[src/rtl/seq_alu.sv]
// Sequential ALU: single-cycle ADD/SUB/logic/SLT/LSL and an iterative shift-add
// multiplier, with valid/ready handshakes on both the request and result sides.
module seq_alu #(
  parameter int WIDTH = 32
) (
  input  logic             clk,
  input  logic             rst_n,
  input  logic             in_valid,
  output logic             in_ready,
  input  logic [WIDTH-1:0] a,
  input  logic [WIDTH-1:0] b,
  input  logic [2:0]       op,
  output logic             out_valid,
  input  logic             out_ready,
  output logic [WIDTH-1:0] result,
  output logic [3:0]       flags
);

  // state | meaning
  // IDLE  | no result held, ready for a request
  // MUL   | shift-add multiply in progress, one multiplier bit per cycle
  // OUT   | result and flags presented, waiting for out_ready

  localparam int SW = $clog2(WIDTH);

  localparam logic [2:0] OP_ADD = 3'b000;
  localparam logic [2:0] OP_SUB = 3'b001;
  localparam logic [2:0] OP_AND = 3'b010;
  localparam logic [2:0] OP_OR  = 3'b011;
  localparam logic [2:0] OP_XOR = 3'b100;
  localparam logic [2:0] OP_SLT = 3'b101;
  localparam logic [2:0] OP_LSL = 3'b110;
  localparam logic [2:0] OP_MUL = 3'b111;

  typedef enum logic [1:0] {
    S_IDLE = 2'd0,
    S_MUL  = 2'd1,
    S_OUT  = 2'd2
  } state_t;

  state_t state, state_nxt;

  logic [WIDTH-1:0] a_q;
  logic [WIDTH-1:0] b_q;
  logic [WIDTH-1:0] acc;
  logic [WIDTH-1:0] acc_nxt;
  logic [SW:0]      cnt;
  logic [SW-1:0]    bit_idx;
  logic [WIDTH-1:0] result_q;
  logic [3:0]       flags_q;

  logic             accept;
  logic             mul_done;

  logic [WIDTH:0]   sum;
  logic [WIDTH:0]   shl;
  logic [SW-1:0]    sh;
  logic [WIDTH-1:0] alu_res;
  logic             alu_c;
  logic             alu_v;
  logic [3:0]       alu_flags;

  assign accept   = in_valid && in_ready;
  assign mul_done = (state == S_MUL) && (cnt == (SW+1)'(1));
  assign sh       = b[SW-1:0];

  // ---------------------------------------------------------------- FSM
  always_ff @(posedge clk or negedge rst_n) begin
    if (!rst_n) state <= S_IDLE;
    else        state <= state_nxt;
  end

  always_comb begin
    state_nxt = state;
    case (state)
      S_IDLE: begin
        if (accept) state_nxt = (op == OP_MUL) ? S_MUL : S_OUT;
      end
      S_MUL: begin
        if (mul_done) state_nxt = S_OUT;
      end
      S_OUT: begin
        if (out_ready) begin
          if (accept) state_nxt = (op == OP_MUL) ? S_MUL : S_OUT;
          else        state_nxt = S_IDLE;
        end
      end
      default: state_nxt = S_IDLE;
    endcase
  end

  always_comb begin
    in_ready  = 1'b0;
    out_valid = 1'b0;
    case (state)
      S_IDLE:  in_ready = rst_n;
      S_OUT: begin
        in_ready  = rst_n && out_ready;
        out_valid = 1'b1;
      end
      default: begin
        in_ready  = 1'b0;
        out_valid = 1'b0;
      end
    endcase
  end

  // ---------------------------------------------------------- single-cycle ALU
  always_comb begin
    sum     = '0;
    shl     = '0;
    alu_res = '0;
    alu_c   = 1'b0;
    alu_v   = 1'b0;
    case (op)
      OP_ADD: begin
        sum     = {1'b0, a} + {1'b0, b};
        alu_res = sum[WIDTH-1:0];
        alu_c   = sum[WIDTH];
        alu_v   = (a[WIDTH-1] == b[WIDTH-1]) && (sum[WIDTH-1] != a[WIDTH-1]);
      end
      OP_SUB: begin
        sum     = {1'b0, a} + {1'b0, ~b} + {{WIDTH{1'b0}}, 1'b1};
        alu_res = sum[WIDTH-1:0];
        alu_c   = sum[WIDTH];
        alu_v   = (a[WIDTH-1] != b[WIDTH-1]) && (sum[WIDTH-1] != a[WIDTH-1]);
      end
      OP_AND: alu_res = a & b;
      OP_OR:  alu_res = a | b;
      OP_XOR: alu_res = a ^ b;
      OP_SLT: alu_res = ($signed(a) < $signed(b)) ? {{(WIDTH-1){1'b0}}, 1'b1} : '0;
      OP_LSL: begin
        // Bit WIDTH of the widened shift is a[WIDTH-sh], the last bit shifted out.
        shl     = {1'b0, a} << sh;
        alu_res = shl[WIDTH-1:0];
        alu_c   = shl[WIDTH];
      end
      default: alu_res = '0;
    endcase
    alu_flags = {alu_res[WIDTH-1], (alu_res == '0), alu_c, alu_v};
  end

  // ------------------------------------------------------- shift-add multiply
  // cnt counts down from WIDTH; the bit under test rises from 0 as it falls,
  // so the operand registers never need to shift.
  assign bit_idx = SW'((SW+1)'(WIDTH) - cnt);
  assign acc_nxt = acc + (b_q[bit_idx] ? (a_q << bit_idx) : '0);

  always_ff @(posedge clk or negedge rst_n) begin
    if (!rst_n) begin
      a_q      <= '0;
      b_q      <= '0;
      acc      <= '0;
      cnt      <= '0;
      result_q <= '0;
      flags_q  <= '0;
    end else if (accept) begin
      a_q <= a;
      b_q <= b;
      if (op == OP_MUL) begin
        acc <= '0;
        cnt <= (SW+1)'(WIDTH);
      end else begin
        result_q <= alu_res;
        flags_q  <= alu_flags;
      end
    end else if (state == S_MUL) begin
      acc <= acc_nxt;
      cnt <= cnt - (SW+1)'(1);
      if (mul_done) begin
        result_q <= acc_nxt;
        flags_q  <= {acc_nxt[WIDTH-1], (acc_nxt == '0), 2'b00};
      end
    end
  end

  assign result = result_q;
  assign flags  = flags_q;

endmodule

[config.mk]
export PLATFORM = sky130hd
export DESIGN_NAME = seq_alu
export DESIGN_NICKNAME = d
export VERILOG_FILES = /design/src/rtl/seq_alu.sv
export SDC_FILE = /design/constraint.sdc
export NUM_CORES = 1
export LEC_CHECK = 0
export CAP_MARGIN = 20
export CORE_MARGIN = 3
export CORE_UTILIZATION = 45
export DETAILED_ROUTE_END_ITERATION = 12
export GPL_TIMING_DRIVEN = 0
export SETUP_SLACK_MARGIN = 0.5
export SLEW_MARGIN = 15
export SYNTH_ARGS = -nofsm -noshare
export SYNTH_HDL_FRONTEND = slang
export SYNTH_SLANG_ARGS = --single-unit
[constraint.sdc]
create_clock -name clk -period 8.8 [get_ports clk]
set_input_delay 0.88 -clock clk [delete_from_list [all_inputs] [get_ports clk]]
set_output_delay 0.88 -clock clk [all_outputs]
set_load 0.05 [all_outputs]
# Word level (Yosys, flattened, before mapping)
# Cells that the tools add are included.
word_totals:
  in_bits: 71
  elab_cells: 83
  out_inout_bits: 38
  ff_bits: 140
op_classes:
  n_mux: 29
  shifts: 2
  addsub: 6
  bitwise: 4
  n_eq_ne: 19
  n_reduce_logical: 14
  n_lt_le_gt_ge: 2
op_table:
  columns: ["cell", "count"]
  rows:
  - ["2-to-1 mux 32 bit", 8]
  - ["one-hot mux 32 bit (7 select lines)", 1]
  - ["adder 32 x 32 -> 33 bit", 2]
  - ["logical NOT 32 bit", 2]
  - ["adder 33 x 1 -> 33 bit (second input constant)", 1]
  - ["left shift 32 x 5 -> 33 bit", 1]
  - ["adder 32 bit", 1]
  - ["AND 32 bit", 1]
  - ["< comparator 32 bit", 1]
  - ["inverter 32 bit", 1]
  - ["bitwise OR 32 bit", 1]
  - ["left shift 32 x 5 -> 32 bit", 1]
  - ["XOR 32 bit", 1]
  - ["2-to-1 mux 6 bit", 3]
  - ["2-to-1 mux 4 bit", 4]
  - ["equality test 3 bit (second input constant)", 4]
  - ["2-to-1 mux 2 bit", 5]
  - ["!= test 2 bit (second input constant)", 4]
  - ["equality test 3 x 2 -> 1 bit (second input constant)", 2]
  - ["equality test 6 x 1 -> 1 bit (second input constant)", 1]
  - ["< comparator 5 x 6 -> 1 bit (second input constant)", 1]
  - ["one-hot mux 2 bit (3 select lines)", 1]
  - ["AND reduction 3 bit", 2]
  - ["subtractor 6 x 1 -> 6 bit (second input constant)", 1]
  - ["16 further kinds", 26]

# Longest topological paths before layout
# Gate-level depths: netlist of run 1.
depth:
  ltp_word: 9
  depth_mapped: 30
  ltp_nobuf: 23

# Worst setup path before layout of run 1
# No wires, ideal clock.
synth_timing:
  path_type: "reg2reg"
  start: "reg cnt[0]"
  end: "reg flags_q[2] (netlist: flags[2])"
  setup_ns: 0.103
  stages_incl_launch_ff: 27
  required_ns: 8.697
  t_arrival_ns: 7.132
  path_slack_ns: 1.564
  cell_sequence: "dfrtp_1 > buf_2 > buf_2 > buf_2 > buf_1 > inv_1 > ha_1 > clkbuf_1 > clkbuf_1 > buf_1 > clkbuf_1 > nor3_1 > nor2b_1 > ha_1 > fa_1 > a211oi_2 > o21ai_1 > a21o_1 > a21oi_2 > xnor2_1 > or3_1 > or3b_1 > nor4b_2 > nand4b_1 > or4b_1 > or4b_1 > o41ai_2"
synth_via:
  elab_chain_len: 9
  word_cells_on_any_way: 14
  classes_between: "2 x add/sub; 1 x eq/ne; 1 x shift; 6 x mux; 4 x reduce/logical"
synth_lines:
  columns: ["item", "line", "source"]
  rows:
  - ["start, declared", "47", "logic [SW:0] cnt;"]
  - ["start signal, assigned", "162", "cnt <= (SW+1)'(WIDTH);"]
  - ["start signal, assigned", "169", "cnt <= cnt - (SW+1)'(1);"]
  - ["subtractor 1 x 5 -> 5 bit", "146", "assign bit_idx = SW'((SW+1)'(WIDTH) - cnt);"]
  - ["binary-select mux 1 bit (select 5 bit)", "147", "assign acc_nxt = acc + (b_q[bit_idx] ? (a_q << bit_idx) : '0);"]
  - ["2-to-1 mux 1 bit (implied by the code)", "147", null]
  - ["2-to-1 mux 32 bit", "147", null]
  - ["adder 32 bit", "147", null]
  - ["logical NOT 32 bit", "172", "flags_q <= {acc_nxt[WIDTH-1], (acc_nxt == '0), 2'b00};"]
  - ["2-to-1 mux 4 bit", "170", "if (mul_done) begin"]
  - ["2-to-1 mux 4 bit", "167", "end else if (state == S_MUL) begin"]
  - ["2-to-1 mux 4 bit", "157", "end else if (accept) begin"]
  - ["end signal, assigned", "165", "flags_q <= alu_flags;"]
  - ["end signal, assigned", "172", null]
  - ["end, declared", "50", "logic [3:0] flags_q;"]
# Several ways; a longest one is shown, not always the timed one. The select of a mux whose other input is x is not followed.
# A chain may end at the register's enable or synchronous reset.

# Worst setup path after layout of run 1
layout_timing:
  start: "in b[1]"
  end: "reg flags_q[2] (netlist: flags[2])"
layout_via:
  elab_chain_len: 7
  word_cells_on_any_way: 14
  classes_between: "3 x add/sub; 1 x order compare; 1 x shift; 4 x mux; 4 x bitwise; 1 x reduce/logical"
layout_lines:
  columns: ["item", "line", "source"]
  rows:
  - ["start, declared", "11", "input logic [WIDTH-1:0] b,"]
  - ["inverter 32 bit", "123", "sum = {1'b0, a} + {1'b0, ~b} + {{WIDTH{1'b0}}, 1'b1};"]
  - ["adder 32 x 32 -> 33 bit", "123", null]
  - ["adder 33 x 1 -> 33 bit", "123", null]
  - ["one-hot mux 32 bit (7 select lines) (*)", "115", "case (op)"]
  - ["logical NOT 32 bit (*)", "140", "alu_flags = {alu_res[WIDTH-1], (alu_res == '0), alu_c, alu_v};"]
  - ["2-to-1 mux 4 bit (*)", "160", "if (op == OP_MUL) begin"]
  - ["2-to-1 mux 4 bit (*)", "157", null]
# Mark *: on every way between the ends. The rest lies on a longest branch, timed or not. The select of a mux whose other input is x is not followed.

==> impl_results.md, run 1 <==
* Pleak at 0.008144 uW
* HP Class: primary input to asynchronous set/reset pin
* Chip height at 198.8 um
* Worst reg2reg startpoint: cnt[0]
* Longest Clk Path Bufs at 2
* CTS Hold Buffers Added at 0
* Setup Viol. Count Final at 0
* Met2 GRT Util at 68.96%
* Synth area leaders: dfrtp_1 (21%), ha_1 (11%), mux4_2 (5.8%), a21oi_1 (5.5%), nand2_1 (5.4%)
* ANT nets after route at 0
* CP delay by family, top: compound AO/OA/AOI/OAI gates
* Comb pwr share at 71.2%
* Fmax at 0.1231 GHz
* Residual DRC at 0
* Cts bufs inserted at 17
* Post-synth net total at 2367
* Die ar. at 39520 um^2
* Worst-skew pair later-pin latency at 450 ps
* Sink Count at 139
* CP Capture Type: flip-flop
* Post-synthesis cell type count at 91
* Max-slew headroom at 18.95%
* Worst-Margin Slew at 1185 ps
* Initial antenna violation count at 5
* Met1 Track Usage GR at 51.03%
* Peak VDD IR at 0.2449 mV
* EDFF count, synth at 0
* Hold Violations, Final at 0
* Fraction of final layout cells with drive strength greater than 1 at 7.867%
* Tmin final at 8125 ps
* Ports at 109
* Synth top area share at 20.79%
* Initial Util at 46.35%
* Via-per-instance ratio at 6.950
* Mapped Cells at 2146
* GR peak layer: met2
* CTS Root Cell: clkbuf_16
* # rows at 69
* Largest fanout on the critical path at 11
* Routing usage on met3 at 7.910%
* Average size of a mapped cell at 7.795 um^2
* Die W at 198.8 um
* Async set-reset flop share out of synthesis at 100.0%
* Largest net degree at the start of global routing at 79
* Sequential Power Share at 17.1%
* TritonCTS clock tree: done
* Slew Viols, Final at 0
* Routed wire length at 85.10 mm
* Pwr per Cell Area at 316.7 nW/um^2
* Status: completed
* Max Cap Violations at 0
* Clk slew on worst S/H paths at 70 ps
* Worst slack, placed at -497.8 ps
* Fin nets at 2496
* Clock skew at 18.00 ps
* Sw Share at 55.94%
* Seq cells post-synth at 139
* I/O Buffers at 108
* WHS at 376.7 ps
* Setup Fix Bufs, Post-CTS at 0
* WL/cell at 30.95 um
* Seq/Total Area, Yosys at 20.79%
* Worst path bufs/invs at 6
* Worst setup SP type: primary input
* Core ar. at 36090 um^2
* Area grow syn2layout at 14.45%
* Max H-tree Level at 4
* GR Overflow Total at 0
* WS Path Type: primary input to flip-flop
* Global-route wire length before repair at 122.2 mm
* First-pass iteration count of the detailed router at 6
* Gpl congestion at 1.064
* Critical path startpoint: b[1]
* CP Cell Sequence: clkdlybuf4s50_1 -> clkbuf_1 -> inv_1 -> buf_1 -> buf_1 -> buf_2 -> ha_1 -> o21bai_1 -> nand4_1 -> nand4_1 -> a31oi_1 -> o311ai_0 -> a221oi_1 -> o21ai_0 -> a221oi_1 -> nand4_1 -> nor3_1 -> a41oi_1 -> o41ai_2
* Gr usage total at 42.10%
* Drt first-iter violations at 2122
* Yosys warning count at 0
* Ys flop type: dfrtp_1
* Cell-internal power at 2671 uW
* RSZ-0062 raised after global routing: false
* Most used cell, CP: nand4_1
* Slowest CP cell: a221oi_1
* Largest area contributor in the netlist: dfrtp_1
* Delay of the slowest critical-path stage at 900 ps
* Final worst setup slack at 674.9 ps
* Vias in the first global route at 18386
* Total vias in the final route at 19113
* Post-synthesis cell area at 16730 um^2
* Clock share of power at 11.8%
* Post-DP HPWL at 68.87 mm
* Crit path DAT at 8460 ps
* Worst EP required at 9130 ps
* Switching pwr at 3392 uW
* Final period utilization at 92.33%
cells by family (layout without fill, tap and decap cells):
family          after synthesis  in the layout  share of synthesized area [%]
other cells                   0              1                              0
compound gates              754            754                          29.93
fa+ha+maj                   150            150                          11.35
flops                       139            139                          20.79
xor+xnor                     42             42                          2.199
buf+inv                     263            405                          5.991
mux                         131            131                          11.25
simple gates                667            667                          18.48
layout make-up:
type,instances,area (um^2)
Tap cell,461,576.8
Sequential cell,139,3480
Antenna cell,1,2.502
Timing Repair Buffer,110,1124
Clock inverter,15,152.6
Buffer,140,566.8
Inverter,123,461.7
Multi-Input combinational cell,1744,12360
Clock buffer,17,425.4
Fill cell,3472,16940
synthesized netlist by cell type, types with 8 or more instances:
cell,n
a211o_1,15
a211oi_1,50
a21o_1,21
a21oi_1,183
a221o_1,8
a221oi_1,18
a22o_1,22
a22oi_1,11
a31oi_1,16
and2_1,18
and3_1,12
buf_1,19
buf_2,9
clkbuf_1,111
dfrtp_1,139
ha_1,147
inv_1,121
mux2_2,26
mux2i_1,62
mux4_2,43
nand2_1,239
nand2b_1,16
nand3_1,38
nand4_1,25
nor2_1,177
nor2b_1,27
nor3_1,46
nor4_1,16
o211ai_1,49
o21a_1,15
o21ai_0,177
o21bai_1,11
o221ai_1,11
o22ai_1,15
o311ai_0,10
o31a_1,9
o31ai_1,22
or2_2,13
or3_1,13
xnor2_1,25
xor2_1,17
per-layer routing:
| layer | vias to the layer above | share of wire, % |
|---|---|---|
| li1 | 8225 | - |
| met3 | 326 | 9.2 |
| met2 | 1279 | 46 |
| met5 | - | 0.015 |
| met1 | 9281 | 37 |
| met4 | 2 | 7.9 |
cells in the final DEF (no fill, tap or decap), types with 11 or more instances in the layout:
| master | instances |
|---|---|
| xor2_1 | 15 |
| clkbuf_1 | 102 |
| clkbuf_16 | 17 |
| nor4_1 | 16 |
| nor3_1 | 45 |
| a211oi_1 | 46 |
| mux4_2 | 43 |
| mux2i_1 | 61 |
| o21bai_1 | 11 |
| nand2b_1 | 16 |
| dfrtp_1 | 138 |
| o22ai_1 | 15 |
| nand3_1 | 38 |
| nor2_1 | 177 |
| buf_1 | 15 |
| or2_2 | 13 |
| mux2_2 | 26 |
| ha_1 | 147 |
| xnor2_1 | 23 |
| or3_1 | 13 |
| o21ai_0 | 177 |
| clkdlybuf4s50_1 | 107 |
| a21o_1 | 21 |
| nand4_1 | 25 |
| o31ai_1 | 22 |
| a21oi_1 | 183 |
| a31oi_1 | 16 |
| and3_1 | 12 |
| a22o_1 | 22 |
| o211ai_1 | 49 |
| and2_1 | 18 |
| nand2_1 | 239 |
| o21a_1 | 15 |
| a22oi_1 | 11 |
| o221ai_1 | 11 |
| nor2b_1 | 27 |
| a211o_1 | 15 |
| inv_1 | 121 |
| a221oi_1 | 18 |
flip-flops by register name, summed over array words and instances (netlist names):
register	flops
acc	32
a_q	32
b_q	32
flags	3
state	2
result	32
cnt	6
power by group through the flow:
stage               Clock, uW  Combinational, uW  Sequential [uW]
floorplan                   0               2470             1200
global placement            0               4020             1020
detailed placement          0               4050             1030
CTS                       711               4110             1030
global route              736               4570             1050
finish                    713               4310             1040
per-stage QoR:
stage / utilization [%] / std cells / cell area (um^2) / power, uW / TNS [ps]
floorplan: - / 2146 / 16730 / 3671 / 0
global placement: 50.95 / 2715 / 18390 / 5040 / -657.3
detailed placement: 51.08 / 2717 / 18430 / 5083 / -497.8
CTS: 52.79 / 2749 / 19050 / 5850 / 0
global route: 53.04 / 2749 / 19140 / 6359 / 0
finish: 53.05 / 2750 / 19140 / 6063 / 0
worst paths after layout:
check / end / slack (ps) / depth (start not counted)
worst max-delay path: flags[2] / 670 / 19
worst min-delay path: acc[21] / 380 / 1
worst max register to register: flags[2] / 730 / 25
worst min register to register: b_q[24] / 490 / 2
max in group asynchronous: b_q[5] / 7630 / 2
min in group clk: b_q[24] / 490 / 2
what timing repair did:
item / in CTS / in global routing
setup endpoints to repair: 4 / 1
pin swaps: 0 / 0
resized for setup: 14 / 24
No activity file was read; power rests on OpenSTA's default activity.
==> run 2: changes to the inputs <==
--- a/config.mk
+++ b/config.mk
@@ -5,10 +5,13 @@
 export SDC_FILE = /design/constraint.sdc
 export NUM_CORES = 1
 export LEC_CHECK = 0
+export ABC_AREA = 1
 export CAP_MARGIN = 20
 export CORE_MARGIN = 3
 export CORE_UTILIZATION = 45
+export CTS_CLUSTER_SIZE = 30
 export DETAILED_ROUTE_END_ITERATION = 12
+export DONT_BUFFER_PORTS = 1
 export GPL_TIMING_DRIVEN = 0
 export SETUP_SLACK_MARGIN = 0.5
 export SLEW_MARGIN = 15
==> run 2 against run 1 <==
Effect of this change: worst hold slack got worse by 250 ps; cell count rose by 35%; via count rose by 14%; final area rose by 0.80%; critical path type is now flip-flop to flip-flop; critical endpoint unchanged; highest routed layer unchanged.
==> impl_results.md, run 2 <==
* Worst-skew pair later-pin latency at 440 ps (about the same)
* CP Capture Type: flip-flop
* Global-route wire length before repair at 127.5 mm (+4.4%)
* Synth area leaders: nand2_1 (21%), dfrtp_1 (19%), nand3_1 (12%), ha_1 (10%), inv_1 (8.7%)
* Die W at 206.2 um (+3.7%)
* Commonest cells post-synth: nand2_1 (1022), nand3_1 (428), inv_1 (417), nor2_1 (275), o21ai_0 (236)
* Sink Count at 139 (unchanged)
* Synth top area share at 21.28% (+0.48 points)
* Fraction of final layout cells with drive strength greater than 1 at 4.592% (-3.3 points)
* Routed wire length at 87.35 mm (+2.6%)
* Total vias in the final route at 21836 (+14%)
* Clock skew at 12.91 ps (-5.096 ps)
* Post-cts sizing count at 0 (-14)
* Seq/Total Area, Yosys at 19.29% (-1.5 points)
* First-pass iteration count of the detailed router at 6 (unchanged)
* Tmin final at 5768 ps (-2357 ps)
* Peak VDD IR at 0.1978 mV (-19%)
* Most frequent cells in the layout: nand2_1 (1022), nand3_1 (428), inv_1 (417)
* Pleak at 0.01029 uW (+26%)
* Gr usage total at 40.83% (-1.3 points)
* Post-DP HPWL at 73.51 mm (+6.7%)
* Pwr per Cell Area at 329.0 nW/um^2 (+3.9%)
* Setup Fix Bufs, Post-CTS at 0 (unchanged)
* Vias in the first global route at 20246 (+10%)
* Core ar. at 39100 um^2 (+8.3%)
* EDFF count, synth at 0 (unchanged)
* Initial Util at 46.11% (-0.24 points)
* Initial antenna violation count at 2 (-3)
* Residual DRC at 0 (unchanged)
* Gpl congestion at 1.093 (+2.7%)
* HP Class: primary input to asynchronous set/reset pin
* Slowest CP cell: clkbuf_1
* Power Total at 6348 uW (+4.7%)
* Setup Viol. Count Final at 0 (unchanged)
* CTS Hold Buffers Added at 0 (unchanged)
* Slew Viols, Final at 0 (unchanged)
* Longest Clk Path Bufs at 2 (unchanged)
* Largest net degree at the start of global routing at 141 (+78%)
* Post-synthesis cell area at 18030 um^2 (+7.8%)
* Max H-tree Level at 4 (unchanged)
* Seq cells post-synth at 139 (unchanged)
* Hold Violations, Final at 0 (unchanged)
* Worst setup SP type: flip-flop
* Mapped Cells at 3169 (+48%)
* Ys flop type: dfrtp_1
* Filler instances at 4250 (+22%)
* ANT nets after route at 0 (unchanged)
* Chip height at 206.2 um (+3.7%)
* Status: completed
* Crit path DAT at 6090 ps (-2370 ps)
* WL/cell at 23.48 um (-24%)
* Post-synthesis cell type count at 50 (-45%)
* Largest area contributor in the netlist: nand2_1
* I/O Buffers at 0 (-100%)
* Top-count cell post-synth: nand2_1
* Fin nets at 3409 (+37%)
* Largest fanout on the critical path at 10 (-1)
* Clk slew on worst S/H paths at 70 ps (about the same)
* Commonest non-fill, non-tap cell in the layout: nand2_1
* # rows at 72 (+4.3%)
* Most used cell, CP: o21ai_0
* RSZ-0062 raised after global routing: false
* Via-per-instance ratio at 5.870 (-16%)
* TritonCTS clock tree: done
* WS Path Type: flip-flop to flip-flop
* Worst EP required at 9120 ps (about the same)
* Delay of the slowest critical-path stage at 480 ps (-420 ps)
* Max-slew headroom at 24.54% (+5.6 points)
* Die ar. at 42500 um^2 (+7.5%)
* Ports at 109 (unchanged)
* Fmax at 0.1734 GHz (+41%)
* Average size of a mapped cell at 5.689 um^2 (-27%)
* Setup tns final at 0 ps (unchanged)
* GR Overflow Total at 0 (unchanged)
* Cts bufs inserted at 17 (unchanged)
* Worst-Margin Slew at 1123 ps (-61.84 ps)
* Yosys warning count at 0 (unchanged)
* Max Cap Violations at 0 (unchanged)
* Post-synth net total at 3390 (+43%)
* Final period utilization at 65.55% (-27 points)
* Async set-reset flop share out of synthesis at 100.0% (unchanged)
* Area grow syn2layout at 7.038%
* CTS Root Cell: clkbuf_16
* Drt first-iter violations at 2813 (+33%)
-- run 2: cell count changes after synthesis, moves of 60 or more --
cell,change
nand2_1,+783
nand3_1,+390
inv_1,+296
nor2_1,+98
a21oi_1,-60
clkbuf_1,-60
-- run 2: logic make-up (layout without fill, tap and decap cells) --
kind of cell / count (synthesis) / in the layout / synth area share (%)
adders and majority gates: 150 / 150 / 10.54
AOI/OAI and AO/OA: 472 / 472 / 14.30
other: 0 / 1 / 0
xor gates and xnor gates: 8 / 8 / 0.4303
DFF: 139 / 139 / 19.29
muxes: 3 / 3 / 0.1666
and+or+nand+nor: 1829 / 1829 / 42.50
buffers and inverters: 568 / 600 / 12.77
-- run 2: worst max-delay path: cells and delay by family (launching register included) --
family | cells | cell delay, ps
AO/OA/AOI/OAI | 10 | 2090
adder cells (fa/ha/maj) | 2 | 600
buffers and inverters | 7 | 1780
flip-flops | 1 | 410
AND/OR/NAND/NOR | 6 | 750
-- run 2: final timing paths --
check	from	to	slack, ps	cells after the start
worst max-delay path	cnt[0]	flags[2]	3030	25
max in group asynchronous	rst_n	result[24]	8390	0
worst max register to register	cnt[0]	flags[2]	3030	25
worst min-delay path	rst_n	a_q[0]	130	0
worst min register to register	b_q[5]	b_q[5]	490	2
min in group clk	b_q[5]	b_q[5]	490	2
-- run 2: routing by layer --
metal,routed length (um),vias up,track usage (%)
li1,-,10265,-
met5,33,-,0
met2,38360,1223,64.91
met1,33970,10095,50.96
met3,8236,249,7.450
met4,6760,4,26.16
-- run 2: area by class of cell --
cell class / instances / area [um^2] / area share [%]
multi-input combinational: 2462 / 12250 / 63.47
sequential: 139 / 3478 / 18.03
inverter: 431 / 1618 / 8.384
buffer: 137 / 684.4 / 3.547
tap: 518 / 648.1 / 3.359
clock buffer: 20 / 466.7 / 2.418
clock inverter: 12 / 151.4 / 0.7845
antenna: 1 / 2.502 / 0.01297
-- run 2: where the power goes --
group          switching (uW)  internal (uW)
logic                    2970           1210
registers                 507            899
clock network             306            449
-- run 2: metrics by stage --
| step | instance area (um^2) | instances | util [%] | worst slack, ps | hold WS (ps) |
|---|---|---|---|---|---|
| 4_1_cts | 19290 | 3719 | 49.35 | 3107 | 122.3 |
| 3_3_place_gp | 18680 | 3687 | 47.77 | 3142 | 462.9 |
| 2_1_floorplan | 18030 | 3169 | - | 4687 | 447.8 |
| 3_5_place_dp | 18680 | 3687 | 47.77 | 3133 | 476.6 |
| 5_1_grt | 19290 | 3719 | 49.35 | 2575 | 113.3 |
| 6_report | 19300 | 3720 | 49.36 | 3032 | 127.4 |
